`config.mk`:
```
export PLATFORM = sky130hd
export DESIGN_NAME = seq_det_event_logger_flat
export DESIGN_NICKNAME = d
export VERILOG_FILES = /design/src/rtl/seq_det_event_logger_if.sv /design/src/rtl/seq_det_event_logger.sv /design/src/flat_wrapper.sv
export SDC_FILE = /design/constraint.sdc
export NUM_CORES = 1
export LEC_CHECK = 0
export ABC_CLOCK_PERIOD_IN_PS = 4230
export BUFFER_PORTS_ARGS = -buffer_cell sky130_fd_sc_hd__buf_2
export CAP_MARGIN = 20
export CORE_ASPECT_RATIO = 1.2
export CORE_MARGIN = 2
export CORE_UTILIZATION = 30
export DETAILED_ROUTE_END_ITERATION = 16
export GPL_ROUTABILITY_DRIVEN = 0
export PLACE_DENSITY = 0.47
export SLEW_MARGIN = 40
export SYNTH_ARGS = -nofsm -noshare
export SYNTH_HDL_FRONTEND = slang
export SYNTH_SLANG_ARGS = --single-unit
```
`constraint.sdc`:
```
create_clock -name clk -period 4.23 [get_ports clk]
set_input_delay 0.846 -clock clk [delete_from_list [all_inputs] [get_ports clk]]
set_output_delay 0.846 -clock clk [all_outputs]
set_load 0.03 [all_outputs]
```
`src/rtl/seq_det_event_logger_if.sv`:
```
// seq_det_event_logger_if: control, detection and FIFO read-port signals of the event logger.
interface seq_det_event_logger_if #(
    parameter int TS_W  = 16,
    parameter int DEPTH = 8,
    parameter int CNT_W = 16
);
    logic                   en;
    logic                   clr;
    logic                   det_in;
    logic                   rd_ready;
    logic                   rd_valid;
    logic [TS_W-1:0]        rd_data;
    logic [$clog2(DEPTH):0] fill;
    logic [CNT_W-1:0]       count;
    logic                   overflow;

    modport master (
        output en, clr, det_in, rd_ready,
        input  rd_valid, rd_data, fill, count, overflow
    );

    modport slave (
        input  en, clr, det_in, rd_ready,
        output rd_valid, rd_data, fill, count, overflow
    );
endinterface

```
`src/rtl/seq_det_event_logger.sv`:
```
// seq_det_event_logger: timestamps detector pulses into a first-word-fall-through FIFO with saturating count and sticky overflow.
// Define SEQDET_LOG_GAP_EN to log inter-detection gaps instead of absolute timestamps.
module seq_det_event_logger #(
    parameter int TS_W  = 16,
    parameter int DEPTH = 8,
    parameter int CNT_W = 16
) (
    input logic clk,
    input logic rst,
    seq_det_event_logger_if.slave log_if
);
    localparam int AW = $clog2(DEPTH);

    logic [TS_W-1:0]  ts_q, ts_d, entry;
    logic [TS_W-1:0]  mem_q [DEPTH];
    logic [AW-1:0]    wp_q, wp_d, rp_q, rp_d;
    logic [AW:0]      fill_q, fill_d;
    logic [CNT_W-1:0] cnt_q, cnt_d;
    logic             ovf_q, ovf_d, cap, pop, push;

    // A capture into a full FIFO still lands when the head leaves on the same edge.
    always_comb begin
        cap    = log_if.en && log_if.det_in && !log_if.clr;
        pop    = fill_q != '0 && log_if.rd_ready && !log_if.clr;
        push   = cap && (fill_q != (AW+1)'(DEPTH) || pop);
        ts_d   = log_if.clr ? '0 : ts_q + TS_W'(log_if.en);
        wp_d   = log_if.clr ? '0 : wp_q + AW'(push);
        rp_d   = log_if.clr ? '0 : rp_q + AW'(pop);
        fill_d = log_if.clr ? '0 : fill_q + (AW+1)'(push) - (AW+1)'(pop);
        cnt_d  = log_if.clr ? '0 : cnt_q + CNT_W'(cap && cnt_q != '1);
        ovf_d  = !log_if.clr && (ovf_q || (cap && !push));
    end

    always_ff @(posedge clk) begin
        if (!rst) begin
            ts_q   <= '0;
            wp_q   <= '0;
            rp_q   <= '0;
            fill_q <= '0;
            cnt_q  <= '0;
            ovf_q  <= 1'b0;
        end else begin
            ts_q   <= ts_d;
            wp_q   <= wp_d;
            rp_q   <= rp_d;
            fill_q <= fill_d;
            cnt_q  <= cnt_d;
            ovf_q  <= ovf_d;
        end
    end

    always_ff @(posedge clk) begin
        if (rst && push) mem_q[wp_q] <= entry;
    end

`ifdef SEQDET_LOG_GAP_EN
    logic [TS_W-1:0] gap_q, gap_d;

    assign gap_d = log_if.clr ? '0 : cap ? TS_W'(1) : gap_q + TS_W'(log_if.en && gap_q != '1);
    assign entry = gap_q;

    always_ff @(posedge clk) begin
        gap_q <= !rst ? '0 : gap_d;
    end
`else
    assign entry = ts_q;
`endif

    assign log_if.rd_valid = fill_q != '0;
    assign log_if.rd_data  = fill_q != '0 ? mem_q[rp_q] : '0;
    assign log_if.fill     = fill_q;
    assign log_if.count    = cnt_q;
    assign log_if.overflow = ovf_q;
endmodule

```
`src/flat_wrapper.sv`:
```
// flat-port wrapper written by rule: the top's interface ports become plain ports
module seq_det_event_logger_flat 
#(
    parameter int TS_W  = 16,
    parameter int DEPTH = 8,
    parameter int CNT_W = 16
)
  (clk, rst, log_if_en, log_if_clr, log_if_det_in, log_if_rd_ready, log_if_rd_valid, log_if_rd_data, log_if_fill, log_if_count, log_if_overflow);
  seq_det_event_logger_if #(.TS_W(TS_W), .DEPTH(DEPTH), .CNT_W(CNT_W)) log_if_i ();
  input logic clk;
  input logic rst;
  input wire logic [$bits(log_if_i.en)-1:0] log_if_en;
  input wire logic [$bits(log_if_i.clr)-1:0] log_if_clr;
  input wire logic [$bits(log_if_i.det_in)-1:0] log_if_det_in;
  input wire logic [$bits(log_if_i.rd_ready)-1:0] log_if_rd_ready;
  output wire logic [$bits(log_if_i.rd_valid)-1:0] log_if_rd_valid;
  output wire logic [$bits(log_if_i.rd_data)-1:0] log_if_rd_data;
  output wire logic [$bits(log_if_i.fill)-1:0] log_if_fill;
  output wire logic [$bits(log_if_i.count)-1:0] log_if_count;
  output wire logic [$bits(log_if_i.overflow)-1:0] log_if_overflow;
  assign log_if_i.en = log_if_en;
  assign log_if_i.clr = log_if_clr;
  assign log_if_i.det_in = log_if_det_in;
  assign log_if_i.rd_ready = log_if_rd_ready;
  assign log_if_rd_valid = log_if_i.rd_valid;
  assign log_if_rd_data = log_if_i.rd_data;
  assign log_if_fill = log_if_i.fill;
  assign log_if_count = log_if_i.count;
  assign log_if_overflow = log_if_i.overflow;
  seq_det_event_logger #(.TS_W(TS_W), .DEPTH(DEPTH), .CNT_W(CNT_W)) u_core (.clk(clk), .rst(rst), .log_if(log_if_i));
endmodule
```
==> run metrics, run 1 <==
initial antenna violation count 0; Flop pwr share 0.529; GRT busiest layer met2; Initial DRT Pass Iterations 4; Post CTS Setup Buffer Count 0; Req. time, crit path ~3.4 ns; post-route setup slack 1.24 ns; CP max-delay cell dfxtp_1; LEAKAGE 0.00264 uW; count of cell types in the netlist slightly above 40; post-layout min period between 2 and 3 ns; TritonCTS Sinks 171; Worst EP arrival ~2.1 ns; critical path cell sequence buf_4 -> mux2i_1 -> nor2_1 -> buf_2; Post-DP Area 7510 um^2; commonest cells after routing, fill and taps aside 128 x edfxtp_1, 51 x nor2_1, 43 x buf_2, 42 x dfxtp_1, 32 x mux4_2; drt first-iter violations 261; Post-Syn Area between 6000 and 7000 um^2; Max Cap Viol 0; crit-path max cell delay just over 0.8 ns; Internal 2680 uW; Fillers roughly 2100; WL final 14200 um; Place WS about 0.95 ns; Hold WS 0.476 ns; Post-Syn Nets about 460; DP Wirelength ~8700 um; EDFF count, synth approximately 130; core area between 20000 and 25000 um^2; fmax 335 MHz; ys flop type edfxtp_1; total gr overflow 0; Combinational Power Share 0.026; Sw Share 0.206; vias in the first global route 3871; status complete, no violations; clock share of power 0.445; met2 GRT Util 0.217; CTS max path bufs 2; vias post-DR 3701; final setup TNS 0 ns; layout cells sized above 1 0.263; die outline area approximately 24000 um^2; Row Count 60; chip height 170 um; pin count of the biggest net entering global routing 33; Clock transition at path regs 0.07 ns; commonest non-fill, non-tap cell in the layout edfxtp_1; Resized Gates After CTS 0; min-delay worst type reg2reg; clock root cell clkbuf_16; post-synthesis async set-or-reset flop share 0; first-pass GRT wire length 22300 um; clock skew 0.00818 ns; worst vdd ir 0.234 mV; Synth Warn # 0; insertion delay to the later sink of the worst-skew pair 0.42 ns; met1 usage 0.156; average vias per placed instance between 4 and 5; critical path type reg2out; power per cell area 418 nW/um^2; final hold vios 0; multi-input gate area in the final layout 2110 um^2; Post-Syn Instances 433; GRT Util Overall 0.126; worst-margin pin slew just under 0.8 ns; flops & latches, synth around 170; drt drc 0; unrepaired setup endpoints after global routing no; drt wl/cell 18.1 um; CP Launch Type flop; met3 Usage GRT 0.0298; Mean Syn Cell Area 15.9 um^2; final number of setup-violating endpoints 0; num ports 44; layout net count about 500; remaining antenna violation count 0; port bufs 43; CTS tree built; die width between 100 and 150 um; TritonCTS buffer count 17; relative slew slack 0.485; initial core utilization 0.306; CTS Hold Bufs 0; Reg area 4710 um^2; CP max FO 10; fin. max-slew vios 0; post-route cell area 8100 um^2; Sw Pwr 698 uW; critical path capture point type output pin; CTS H-tree depth 4; area delta synth->final 17.6%; sequential area share after synthesis 0.683; period utilization 0.706; n_diodes 0
[through the flow]
| step | power, uW | utilization | instances |
|---|---|---|---|
| finish | 3380 | 0.360 | 785 |
| global route | 3500 | 0.360 | 785 |
| CTS | 3420 | 0.359 | 785 |
| detailed placement | 1920 | 0.334 | 753 |
| global placement | 1910 | 0.334 | 753 |
| floorplan | 1880 | - | 433 |
[kinds of logic (layout without fill, tap and decap cells)]
family                     after synthesis  in the layout  synth area share
AOI/OAI and AO/OA                       17             17            0.0149
xor gates and xnor gates                25             25            0.0318
adders and majority gates               16             16            0.0302
buffers and inverters                   26             99            0.0151
DFF                                    171            171             0.683
muxes                                   48             48             0.128
and+or+nand+nor                        130            130            0.0970
[power by group through the flow]
| stage | Clock [uW] | Sequential, uW | Combinational [uW] |
|---|---|---|---|
| after floorplan | 0 | 1830 | 55.8 |
| after global placement | 0 | 1830 | 88.4 |
| after detailed placement | 0 | 1830 | 90.1 |
| after CTS | 1540 | 1790 | 90.3 |
| after global routing | 1610 | 1790 | 96.4 |
| final | 1500 | 1790 | 87.0 |
[layout make-up]
class | instances | area share
Timing Repair Buffer | 57 | 0.0396
Tap cell | 279 | 0.0431
Clock inverter | 15 | 0.0184
Multi-Input combinational cell | 236 | 0.261
Sequential cell | 171 | 0.581
Inverter | 10 | 0.00464
Clock buffer | 17 | 0.0525
[critical path: cells and delay by family (launching register included)]
kind | cells | cell delay, ns
flops | 1 | 0.82
buf+inv | 2 | 0.55
mux | 1 | 0.27
simple gates | 1 | 0.08
[per-layer routing]
layer,vias up,part of all wire,wire length [um]
met3,13,0.026,364
met2,61,0.52,7420
met5,-,0,0
li1,1761,-,-
met1,1866,0.44,6230
met4,0,0.013,187
[synthesized netlist by cell type (2+ instances only)]
cell	count	area share
nand4_1	10	0.0091
buf_2	5	0.0036
inv_1	10	0.0055
o21ai_0	4	0.0029
or3_1	3	0.0027
and4_1	2	0.0025
dfxtp_1	43	0.13
nor4_1	4	0.0036
mux2i_1	16	0.023
and2_1	10	0.0091
ha_1	15	0.027
or4_1	2	0.0022
a21oi_1	6	0.0044
nor2_1	51	0.028
edfxtp_1	128	0.56
nand2b_1	2	0.0018
xor2_1	10	0.013
nor3_1	9	0.0065
nand2_1	15	0.0082
clkbuf_1	11	0.0060
mux4_2	32	0.10
and3_1	3	0.0027
a31oi_1	2	0.0018
xnor2_1	15	0.019
nand3_1	9	0.0065
[final timing paths]
check | start | to | slack [ns] | cells after the start
max | u_core.rp_q[2]$_SDFF_PP0_ | log_if_rd_data[15] | 1.24 | 4
min | u_core.log_if.overflow$_SDFF_PN0_ | u_core.log_if.overflow$_SDFF_PN0_ | 0.48 | 1
max reg2reg | u_core.log_if.fill[2]$_SDFF_PP0_ | u_core.mem_q[5][9]$_DFFE_PP_ | 1.56 | 7
min reg2reg | u_core.log_if.overflow$_SDFF_PN0_ | u_core.log_if.overflow$_SDFF_PN0_ | 0.48 | 1
[flip-flops by register name, indices dropped and copies added (netlist names)]
name                    flops
u_core.mem_q              128
u_core.entry               16
u_core.log_if.count        16
u_core.log_if.fill          4
u_core.rp_q                 3
u_core.wp_q                 3
u_core.log_if.overflow      1
Note: power is estimated with default switching activity, not from simulation.
==> inputs of run 2 (changes only) <==
--- a/config.mk
+++ b/config.mk
@@ -5,7 +5,7 @@
 export SDC_FILE = /design/constraint.sdc
 export NUM_CORES = 1
 export LEC_CHECK = 0
-export ABC_CLOCK_PERIOD_IN_PS = 4230
+export ABC_CLOCK_PERIOD_IN_PS = 2600
 export BUFFER_PORTS_ARGS = -buffer_cell sky130_fd_sc_hd__buf_2
 export CAP_MARGIN = 20
 export CORE_ASPECT_RATIO = 1.2
@@ -13,7 +13,7 @@
 export CORE_UTILIZATION = 30
 export DETAILED_ROUTE_END_ITERATION = 16
 export GPL_ROUTABILITY_DRIVEN = 0
-export PLACE_DENSITY = 0.47
+export PLACE_DENSITY = 0.49
 export SLEW_MARGIN = 40
 export SYNTH_ARGS = -nofsm -noshare
 export SYNTH_HDL_FRONTEND = slang
==> constraint.sdc (replaced) <==
create_clock -name clk -period 2.6 [get_ports clk]
set_input_delay 0.52 -clock clk [delete_from_list [all_inputs] [get_ports clk]]
set_output_delay 0.52 -clock clk [all_outputs]
set_load 0.03 [all_outputs]
==> run metrics, run 2 (same netlist as run 1, synthesis figures left out) <==
Sw Pwr about 1100 uW; TritonCTS Sinks 171; CP max-delay cell mux4_2; r2r setup slk ~0.21 ns; area delta synth->final 21.9%; CP max FO 6; period utilization 0.977; CTS tree built; Fillers 2152; Reg2Reg Depth 9; power per cell area 680 nW/um^2; worst hold path endpoint u_core.entry[0]$_SDFF_PP0_; first-pass GRT wire length 23200 um; Row Count 60; Post CTS Setup Buffer Count 0; average vias per placed instance 4.79; final cell count without fillers 794; post-route setup slack 0.0591 ns; Place WS 0.188 ns; total power ~5700 uW; placed cell count ~760; vias post-DR around 3800; Reg area 4710 um^2; TritonCTS buffer count 17; drt drc 0; min-delay worst type in2reg; r2r endpoint u_core.log_if.fill[2]$_SDFF_PP0_; Clock transition at path regs 0.06 ns; Internal 4570 uW; num ports 44; Flop pwr share 0.510; critical path capture point type output pin; vias in the first global route between 4000 and 5000; final number of setup-violating endpoints 0; Worst EP arrival 2.02 ns; post-route cell area 8390 um^2; fin. max-slew vios 0; chip height 170 um; Largest Register u_core.mem_q; Max Cap Viol 0; clock root cell clkbuf_16; crit-path max cell delay around 0.54 ns; die outline area 24200 um^2; final hold vios 0; Post-DP Area slightly below 8000 um^2; flip-flop count of the largest register after layout 128; pin count of the biggest net entering global routing 34; clock skew 0.00826 ns; clock share of power 0.463; critical path cell sequence buf_12 -> mux4_2 -> mux2i_2 -> nor2_1 -> buf_4; fmax 394 MHz; initial core utilization 0.306; CP Launch Type flop; total gr overflow 0; CTS H-tree depth 4; Sw Share 0.200; Reg-to-Reg Start u_core.log_if.fill[2]$_SDFF_PP0_; post-layout min period approximately 2.5 ns; drt first-iter violations 170; port bufs 43; commonest cells after routing, fill and taps aside 128 x edfxtp_1, 51 x nor2_1, 42 x dfxtp_1, 41 x buf_2, 32 x mux4_2; worst-margin pin slew 0.577 ns; Req. time, crit path around 2.1 ns; relative slew slack 0.615; critical path type reg2out; status complete, no violations; layout net count 525; layout cells sized above 1 0.278; GRT Util Overall 0.132; LEAKAGE 0.00277 uW; Buf/Inv on CP 2; multi-input gate area in the final layout around 2100 um^2; Hold Startpoint log_if_en; Combinational Power Share 0.027; remaining antenna violation count 0; insertion delay to the later sink of the worst-skew pair roughly 0.42 ns; CP top delay family multiplexers; core area 22500 um^2; commonest non-fill, non-tap cell in the layout edfxtp_1; n_diodes 0; DP Wirelength 10000 um; hold depth 3; drt wl/cell 19.1 um; Initial DRT Pass Iterations 4; WL final 15200 um; unrepaired setup endpoints after global routing yes; CTS max path bufs 2; initial antenna violation count 0; worst vdd ir 0.431 mV; Hold WS 0.455 ns; die width 142 um
-- run 2: area by class of cell --
class / instances / area share
Clock inverter: 14 / 0.0233
Timing Repair Buffer: 67 / 0.0683
Clock buffer: 17 / 0.0507
Tap cell: 279 / 0.0416
Sequential cell: 171 / 0.561
Inverter: 10 / 0.00447
Multi-Input combinational cell: 236 / 0.251
-- run 2: worst min-delay path, cell delays in order --
cell and delay [ns]:
buf_2 0.10, ha_1 0.12, and2_1 0.10
-- run 2: timing repair --
item / CTS / global route
hold buffers: 0 / 0
setup endpoints to repair: 2 / 12
cloned: 0 / 2
gates resized for setup: 4 / 4
-- run 2: metrics by stage --
stage,TNS [ns],util
after floorplan,-20.73,-
after global placement,0,0.342
after detailed placement,0,0.342
after CTS,-0.0421,0.370
after global routing,-0.0819,0.373
final,0,0.373
-- run 2: routing by layer --
layer | wire length, um | track usage
met5 | 0 | 0
met3 | 478 | 0.0298
met1 | 6070 | 0.143
met2 | 8400 | 0.250
met4 | 247 | 0.0443
-- run 2: worst max-delay path by stage --
stage / end / cells past startpoint / startpoint / slack (ns)
after detailed placement: u_core.log_if.fill[2]$_SDFF_PP0_ / 8 / log_if_clr / 0.19
final: log_if_rd_data[13] / 5 / u_core.rp_q[0]$_SDFF_PP0_ / 0.06
after floorplan: u_core.mem_q[7][0]$_DFFE_PP_ / 6 / u_core.log_if.fill[2]$_SDFF_PP0_ / -0.18
after CTS: log_if_rd_data[13] / 5 / u_core.rp_q[0]$_SDFF_PP0_ / -0.02
after global routing: log_if_rd_data[13] / 5 / u_core.rp_q[0]$_SDFF_PP0_ / -0.02
after global placement: u_core.log_if.fill[2]$_SDFF_PP0_ / 8 / log_if_clr / 0.22
-- run 2: power by group through the flow --
stage	registers, uW	clock network [uW]	logic, uW
global route	2910	2810	170
floorplan	2970	0	91.1
global placement	2970	0	155
detailed placement	2970	0	157
finish	2910	2640	154
CTS	2910	2700	158
==> inputs of run 3 (changes only) <==
--- a/config.mk
+++ b/config.mk
@@ -13,7 +13,6 @@
 export CORE_UTILIZATION = 30
 export DETAILED_ROUTE_END_ITERATION = 16
 export GPL_ROUTABILITY_DRIVEN = 0
-export PLACE_DENSITY = 0.49
 export SLEW_MARGIN = 40
 export SYNTH_ARGS = -nofsm -noshare
 export SYNTH_HDL_FRONTEND = slang
==> run metrics, run 3 (same netlist as run 1, synthesis figures left out) <==
average vias per placed instance 4.76; die width 142 um; min-delay worst type in2reg; Largest Register u_core.mem_q; Resized Gates After CTS 0; Initial DRT Pass Iterations 4; fmax between 400 and 500 MHz; layout net count 519; flip-flop count of the largest register after layout 128; clock share of power 0.467; TritonCTS buffer count 17; Place WS 0.272 ns; LEAKAGE 0.00272 uW; WL final approximately 13000 um; Sw Pwr 1060 uW; CTS H-tree depth 4; die outline area 24200 um^2; Reg-to-Reg Start u_core.log_if.fill[2]$_SDFF_PP0_; Combinational Power Share 0.025; Flop pwr share 0.508; clock skew 0.00843 ns; Clock transition at path regs 0.06 ns; drt drc 0; CP max FO 12; GRT Util Overall 0.117; CTS Hold Bufs 0; pin count of the biggest net entering global routing 34; post-route setup slack around 0.12 ns; Req. time, crit path 2.08 ns; vias post-DR 3752; total gr overflow 0; CP Launch Type flop; initial core utilization 0.306; TritonCTS Sinks between 150 and 200; drt wl/cell 16.9 um; worst vdd ir 0.472 mV; DP Wirelength 8650 um; insertion delay to the later sink of the worst-skew pair roughly 0.42 ns; Hold Startpoint log_if_en; Reg2Reg Depth 9; initial antenna violation count 0; Max Cap Viol 0; layout cells sized above 1 0.255; status complete, no violations; power per cell area between 600 and 700 nW/um^2; relative slew slack 0.647; first-pass GRT wire length 21300 um; Sw Share 0.184; placed cell count 756; post-layout min period ~2.5 ns; Post CTS Setup Buffer Count 0; Fillers 2142; core area 22500 um^2; num ports 44; hold depth 3; drt first-iter violations 181; critical path capture point type output pin; r2r endpoint u_core.log_if.fill[2]$_SDFF_PP0_; Row Count 60; port bufs 43; clock root cell clkbuf_16; critical path type reg2out; r2r setup slk 0.29 ns; worst-margin pin slew 0.529 ns; Internal roughly 4700 uW; final hold vios 0; unrepaired setup endpoints after global routing no; CTS max path bufs 2; commonest cells after routing, fill and taps aside 128 x edfxtp_1, 51 x nor2_1, 43 x buf_2, 42 x dfxtp_1, 32 x mux4_2; CTS tree built; chip height 170 um; remaining antenna violation count 0; commonest non-fill, non-tap cell in the layout edfxtp_1; vias in the first global route 3970; post-route cell area 8320 um^2; fin. max-slew vios 0; worst hold path endpoint u_core.entry[0]$_SDFF_PP0_; final cell count without fillers ~790; final number of setup-violating endpoints 0; area delta synth->final 20.7%; n_diodes 0; period utilization 0.953; Post-DP Area 7660 um^2; Worst EP arrival around 2.0 ns
run 3: changes by cell type in the layout (fill, tap and decap cells not counted), moves of 2 or more:
cell / delta
buf_2: +2
buf_4: -7
clkbuf_1: +4
clkinv_4: -4
inv_6: -2
mux2i_1: +2
mux2i_2: -2
run 3: worst max-delay path by stage:
stage                                          start                               end  slack (ns)  depth (start not counted)
global route               u_core.rp_q[0]$_SDFF_PP0_                 log_if_rd_data[8]       0.009                          5
detailed placement                        log_if_clr  u_core.log_if.fill[2]$_SDFF_PP0_        0.27                          8
floorplan           u_core.log_if.fill[2]$_SDFF_PP0_      u_core.mem_q[7][0]$_DFFE_PP_       -0.18                          6
finish                     u_core.rp_q[0]$_SDFF_PP0_                log_if_rd_data[13]        0.12                          5
CTS                        u_core.rp_q[0]$_SDFF_PP0_                log_if_rd_data[14]        0.05                          5
global placement                          log_if_clr  u_core.log_if.fill[2]$_SDFF_PP0_        0.27                          8
run 3: layer usage:
| metal | wire length [um] | GRT usage |
|---|---|---|
| met5 | 0 | 0 |
| met4 | 189 | 0.0461 |
| met3 | 556 | 0.0242 |
| met2 | 6940 | 0.213 |
| met1 | 5640 | 0.136 |
run 3: power groups by stage:
stage,registers [uW],logic [uW],clock network (uW)
finish,2910,145,2680
global route,2910,160,2830
CTS,2910,148,2730
detailed placement,2970,148,0
global placement,2970,145,0
floorplan,2970,91.1,0
run 3: final cells by class:
cell class | count | area [um^2] | share of cell area
sequential | 171 | 4710 | 0.566
clock buffer | 22 | 454 | 0.0546
timing repair buffer | 61 | 497 | 0.0597
tap | 279 | 349 | 0.0420
multi-input combinational | 236 | 2100 | 0.252
inverter | 10 | 37.5 | 0.00451
clock inverter | 9 | 171 | 0.0206
run 3: through the flow:
stage / utilization / setup TNS, ns / total power, uW / hold WS (ns)
4_1_cts: 0.368 / 0 / 5790 / 0.452
5_1_grt: 0.369 / 0 / 5900 / 0.492
3_5_place_dp: 0.340 / 0 / 3120 / 0.466
2_1_floorplan: - / -20.73 / 3060 / 0.489
6_report: 0.369 / 0 / 5730 / 0.469
3_3_place_gp: 0.340 / 0 / 3110 / 0.451
run 3: worst max-delay path, stage by stage, from the launching register on:
cell	delay, ns
dfxtp_4	0.40
buf_12	0.17
mux4_2	0.54
mux2i_1	0.17
nor2_1	0.06
buf_2	0.18
